===== src/rtl/fifo_pkg.sv =====
// -----------------------------------------------------------------------------
// fifo_pkg
// Shared definitions for the FIFO and its read-side streamer.
//   FIFO_WIDTH_DEFAULT : default FIFO data width
//   occ_t              : 2-bit occupancy of the streamer's skid buffer
//   occ_state_e        : skid-buffer control states (EMPTY / ONE / TWO)
// -----------------------------------------------------------------------------
package fifo_pkg;

  localparam int FIFO_WIDTH_DEFAULT = 16;

  typedef logic [1:0] occ_t;

  typedef enum logic [1:0] {
    OCC_EMPTY = 2'd0,
    OCC_ONE   = 2'd1,
    OCC_TWO   = 2'd2
  } occ_state_e;

endpackage


===== src/rtl/fifo_rd_skid.sv =====
// -----------------------------------------------------------------------------
// fifo_rd_skid
// Two-entry push/pop buffer that presents its head on a valid/ready stream.
// Ports:
//   clk, rst   : clock, synchronous active-high reset
//   push       : write push_data into the tail this cycle
//   push_data  : word to store
//   ready      : downstream ready; a pop happens when valid & ready
//   valid      : buffer non-empty
//   data       : buffer head
//   occ        : current occupancy (0..2)
// The caller guarantees no push arrives while the buffer holds two words
// without a simultaneous pop.
// -----------------------------------------------------------------------------
module fifo_rd_skid
  import fifo_pkg::*;
#(
  parameter int FIFO_WIDTH = FIFO_WIDTH_DEFAULT
) (
  input  logic                  clk,
  input  logic                  rst,
  input  logic                  push,
  input  logic [FIFO_WIDTH-1:0] push_data,
  input  logic                  ready,
  output logic                  valid,
  output logic [FIFO_WIDTH-1:0] data,
  output occ_t                  occ
);

  occ_state_e            state_q, state_d;
  logic [FIFO_WIDTH-1:0] head_q, tail_q;
  logic                  pop;
  logic                  head_load, head_from_tail, tail_load;

  assign valid = (state_q != OCC_EMPTY);
  assign data  = head_q;
  assign occ   = occ_t'(state_q);
  assign pop   = valid & ready;

  // NOTE: every variable written here gets a default first, so no path
  // through the case leaves one unassigned and no latch is inferred.
  always_comb begin
    state_d        = state_q;
    head_load      = 1'b0;
    head_from_tail = 1'b0;
    tail_load      = 1'b0;
    case (state_q)
      OCC_EMPTY: begin
        if (push) begin
          head_load = 1'b1;
          state_d   = OCC_ONE;
        end
      end
      OCC_ONE: begin
        if (push && pop) begin
          // Head leaves and the captured word replaces it directly.
          head_load = 1'b1;
        end else if (push) begin
          tail_load = 1'b1;
          state_d   = OCC_TWO;
        end else if (pop) begin
          state_d = OCC_EMPTY;
        end
      end
      OCC_TWO: begin
        if (pop) begin
          head_load      = 1'b1;
          head_from_tail = 1'b1;
          if (push) tail_load = 1'b1;
          else      state_d   = OCC_ONE;
        end
      end
      default: state_d = OCC_EMPTY;
    endcase
  end

  // NOTE: sequential state uses non-blocking assignments so every register
  // samples the pre-edge values of its neighbours.
  always_ff @(posedge clk) begin
    if (rst) state_q <= OCC_EMPTY;
    else     state_q <= state_d;
  end

  // NOTE: the data registers are reset as well because m_data must read
  // zero after reset, not just be ignored behind m_valid=0.
  always_ff @(posedge clk) begin
    if (rst) begin
      head_q <= '0;
      tail_q <= '0;
    end else begin
      if (head_load) head_q <= head_from_tail ? tail_q : push_data;
      if (tail_load) tail_q <= push_data;
    end
  end

endmodule


===== src/rtl/fifo_rd_streamer.sv =====
// -----------------------------------------------------------------------------
// fifo_rd_streamer
// Read-side consumer for the FIFO: issues rd_en, absorbs the FIFO's one-cycle
// registered read latency and presents words on a valid/ready stream.
// Ports:
//   clk, rst        : clock, synchronous active-high reset
//   en              : permits new FIFO reads (draining continues when low)
//   fifo_empty      : FIFO empty flag
//   fifo_data_out   : FIFO read data, valid the cycle after rd_en
//   fifo_underflow  : FIFO underflow flag aligned with fifo_data_out
//   fifo_rd_en      : read request to the FIFO
//   m_data/m_valid  : stream output
//   m_ready         : stream ready
//   rd_count        : words accepted from the FIFO, wraps
//   underflow_err   : sticky, set when an in-flight read returns underflow
// -----------------------------------------------------------------------------
module fifo_rd_streamer
  import fifo_pkg::*;
#(
  parameter int FIFO_WIDTH = FIFO_WIDTH_DEFAULT,
  parameter int CNT_WIDTH  = 16
) (
  input  logic                  clk,
  input  logic                  rst,
  input  logic                  en,
  input  logic                  fifo_empty,
  input  logic [FIFO_WIDTH-1:0] fifo_data_out,
  input  logic                  fifo_underflow,
  output logic                  fifo_rd_en,
  output logic [FIFO_WIDTH-1:0] m_data,
  output logic                  m_valid,
  input  logic                  m_ready,
  output logic [CNT_WIDTH-1:0]  rd_count,
  output logic                  underflow_err
);

  logic       inflight_q;
  occ_t       occ;
  logic       pop;
  logic       push;
  logic [2:0] committed;

  assign pop = m_valid & m_ready;

  // Words already owned by the streamer: buffered plus the one in flight.
  // Capping this at two (or two with a pop freeing a slot) keeps the buffer
  // from ever overflowing under backpressure.
  assign committed  = {1'b0, occ} + {2'b00, inflight_q};
  assign fifo_rd_en = ~rst & en & ~fifo_empty &
                      ((committed < 3'd2) | ((committed == 3'd2) & pop));

  // An underflowed return is dropped rather than buffered.
  assign push = inflight_q & ~fifo_underflow;

  always_ff @(posedge clk) begin
    if (rst) begin
      inflight_q    <= 1'b0;
      rd_count      <= '0;
      underflow_err <= 1'b0;
    end else begin
      inflight_q <= fifo_rd_en;
      if (push)                         rd_count      <= rd_count + CNT_WIDTH'(1);
      if (inflight_q && fifo_underflow) underflow_err <= 1'b1;
    end
  end

  fifo_rd_skid #(
    .FIFO_WIDTH (FIFO_WIDTH)
  ) u_skid (
    .clk       (clk),
    .rst       (rst),
    .push      (push),
    .push_data (fifo_data_out),
    .ready     (m_ready),
    .valid     (m_valid),
    .data      (m_data),
    .occ       (occ)
  );

endmodule

===== config.mk =====
export PLATFORM = sky130hd
export DESIGN_NAME = fifo_rd_streamer
export DESIGN_NICKNAME = d
export VERILOG_FILES = /design/src/rtl/fifo_pkg.sv /design/src/rtl/fifo_rd_skid.sv /design/src/rtl/fifo_rd_streamer.sv
export SDC_FILE = /design/constraint.sdc
export NUM_CORES = 1
export LEC_CHECK = 0
export ABC_AREA = 1
export CAP_MARGIN = 20
export CORE_UTILIZATION = 55
export DETAILED_ROUTE_END_ITERATION = 10
export PLACE_DENSITY = 0.84
export SLEW_MARGIN = 20
export SYNTH_ARGS = -nofsm -noshare
export SYNTH_HDL_FRONTEND = slang
export SYNTH_SLANG_ARGS = --single-unit

===== constraint.sdc =====
create_clock -name clk -period 3.9 [get_ports clk]
set_input_delay 0.585 -clock clk [delete_from_list [all_inputs] [get_ports clk]]
set_output_delay 0.585 -clock clk [all_outputs]
set_load 0.005 [all_outputs]

==> results.py <==
metrics = {
    "sta": {
        "timing.final.crit_share_pct": 76.6,
        "min_period_ns": 2.99,
        "fin_tns_setup_ns": 0,
        "finalSetupViolations": 0,
        "relSlewSlack_pct": 34.9,
        "rsz0062_at_grt": "no",
        "hold_ws_ns": 0.486,
        "max_clock_freq_mhz": 335,
        "finalMaxSlewViolations": 0,
        "tightest_slew_ns": 0.976,
        "hold_viol": 0,
        "finalClockSkew_ns": 0.00441,
    },
    "status": {
        "outcome": "complete, no violations",
    },
    "yosys": {
        "ys_types": 28,
        "synth-edff-count": 0,
        "yosys_warnings": 0,
        "syn_area_per_cell_sq_um": 6.80,
        "syn_nets": 443,
        "post-synth-top-area-fraction_pct": 37.0,
        "yosysSeqAreaShare_pct": 37.0,
        "synth_top_cell_by_area": "dfxtp_1",
        "syn-cell-area_sq_um": 2810,
        "post-synth-top-count-cell": "nand2_1",
        "synthArstFlopShare_pct": 0,
        "ys_seq_elements": 52,
        "synth.area.top_cells": "dfxtp_1, nand2_1, nor2_1",
        "yosys_most_used_dff": "dfxtp_1",
        "synthCells": 413,
        "netlist_top_cells_count": "nand2_1, nor2_1, dfxtp_1",
    },
    "cells_and_area": {
        "n_antenna_cell": 0,
        "drive_gt1_share_pct": 6.32,
        "nNetsFinal": 489,
        "synthToLayoutAreaGrowth_pct": 22.6,
        "fin_area_sq_um": 3450,
    },
    "hold_path": {
        "worstHoldPathType": "reg -> reg",
    },
    "setup_path": {
        "path_max_fanout": 19,
        "path_cells": "clkdlybuf4s50_1 > buf_4 > inv_1 > nor2_4 > nand4_1 > a211oi_1 > clkdlybuf4s50_1",
        "cpMaxStageDelayCell": "clkdlybuf4s50_1",
        "required_ns": 3.31,
        "endpoint_kind": "primary output",
        "critPathKind": "in -> out",
        "cp-start-kind": "input port",
        "crit_top_cell": "clkdlybuf4s50_1",
        "cpPeakStageDelay_ns": 0.54,
        "crit_family": "buffers and inverters",
        "crit_buf_inv": 4,
        "cp.arrival_ns": 2.40,
    },
    "power_and_ir_drop": {
        "irDropWorstVdd_uv": 214,
        "p_per_area_nw_per_um2": 339,
        "p_leak_nw": 1.41,
    },
    "drt": {
        "dr.pass1.iters": 4,
        "detail-route-antenna-nets": 0,
        "routed_wl_um": 6150,
        "post_drt_wl_per_cell_um": 11.7,
        "via_per_inst": 5.12,
        "drc": 0,
        "vias": 2691,
        "drtIter0Drc": 169,
    },
    "die": {
        "fp.dieW_um": 73.5,
        "boundaryPins": 57,
        "die_area_sq_um": 5400,
        "placementRows": 25,
        "start_util_pct": 58.3,
        "die-height_um": 73.5,
        "core-area_sq_um": 4820,
    },
    "global_routing": {
        "grt_pass1_wl_um": 10900,
        "grt_max_degree": 45,
        "gr-total-overflow": 0,
        "grt.total_usage_pct": 25.4,
        "first_global_vias": 2559,
        "antenna_found_initial": 0,
    },
    "clocking": {
        "cts_tree": "done",
        "htree_levels": 2,
        "clkTransAtPathRegs_ns": 0.09,
        "cts_resized": 0,
        "postCtsSetupRepairBufs": 0,
        "cts_root_buf": "clkbuf_8",
        "clock_latency_ns": 0.30,
        "cts_sinks": 52,
        "cts_buffer_depth": 2,
        "numCtsBuffers": 5,
        "cts_hold_buf": 0,
    },
    "place": {
        "io_buffers": 56,
        "globalplace.congestion": 0.880,
        "dpl.hpwl_um": 4250,
        "postPlaceCellArea_sq_um": 3360,
    },
    "job": {
        "max_cap_viol_count": 0,
    },
}
-- worst reg2reg max path, delay by kind of cell, from the launching register on --
kind,cells,cell delay (ns)
compound gates,1,0.40
buf+inv,2,0.17
fa+ha+maj,1,0.64
flops,1,0.37
simple gates,4,0.73
-- cell usage in the layout, fill, tap and decap left out --
master,netlist,layout
xor2_1,1,1
o21ai_2,1,1
o21bai_1,1,1
nor2_4,2,2
a211oi_1,3,3
clkinv_2,0,1
inv_1,48,48
nand2_1,101,101
ha_1,8,8
inv_2,1,1
nand3b_1,17,17
dfxtp_1,52,52
o21ai_0,8,8
clkbuf_8,0,5
inv_4,1,1
nor2_2,10,10
a21oi_4,1,1
clkinvlp_4,0,1
nand4_1,21,21
nand3_4,2,2
nand2_4,1,1
clkinv_1,1,1
nor3_1,3,3
buf_4,3,3
nand3_1,24,24
a21oi_1,25,25
clkdlybuf4s50_1,0,56
nor2_1,61,61
-- flip-flops by register name, indices dropped and copies added, names as in the netlist --
| register | cells |
|---|---|
| rd_count | 16 |
| u_skid.data | 16 |
| u_skid.tail_q | 16 |
| u_skid.occ | 2 |
| inflight_q | 1 |
| underflow_err | 1 |
-- where the power goes --
group          total, W  switching (W)  internal (W)  leakage [nW]
sequential     0.000567      0.0000171      0.000550         0.420
clock          0.000293       0.000171      0.000122        0.0400
combinational  0.000307       0.000194      0.000113         0.952
-- final timing paths --
path	startpoint	endpoint	slack (ns)	cells past startpoint
max	m_ready	fifo_rd_en	0.91	7
min	rd_count[5]$_SDFFE_PP0N_	rd_count[5]$_SDFFE_PP0N_	0.49	2
max reg2reg	u_skid.occ[0]$_SDFFE_PP0P_	u_skid.data[4]$_SDFFE_PP0P_	1.53	8
min reg2reg	rd_count[5]$_SDFFE_PP0N_	rd_count[5]$_SDFFE_PP0N_	0.49	2
-- metrics by stage --
stage               instances  setup WS, ns  util [%]  power, W
global placement          519         0.958      69.8  0.000879
floorplan                 413          2.08         -  0.000790
finish                    526         0.913      71.5   0.00117
CTS                       526         0.921      71.5   0.00118
global route              526         0.787      71.5   0.00124
detailed placement        519         0.921      69.8  0.000883
-- cell families after synthesis --
family / Yosys count / synth area share [%]
AND/OR/NAND/NOR: 242 / 40.3
buffers and inverters: 71 / 10.9
flip-flops: 52 / 37.0
AO/OA/AOI/OAI: 39 / 7.84
adder cells (fa/ha/maj): 8 / 3.56
XOR/XNOR: 1 / 0.312
-- metal layers --
layer	routed length (um)	track usage (%)	vias to the layer above
li1	-	-	1404
met1	2780	32.6	1222
met2	3090	43.9	58
met3	211	3.16	7
met4	68	8.33	0
met5	0	0	-
-- layout make-up --
type / instances / area (sq um)
sequential: 52 / 1040
inverter: 51 / 194
multi-input combinational: 290 / 1460
clock inverter: 2 / 12.5
tap: 67 / 83.8
fill: 435 / 1370
clock buffer: 5 / 68.8
timing repair buffer: 59 / 583
Power figures use the tool's default switching activity.
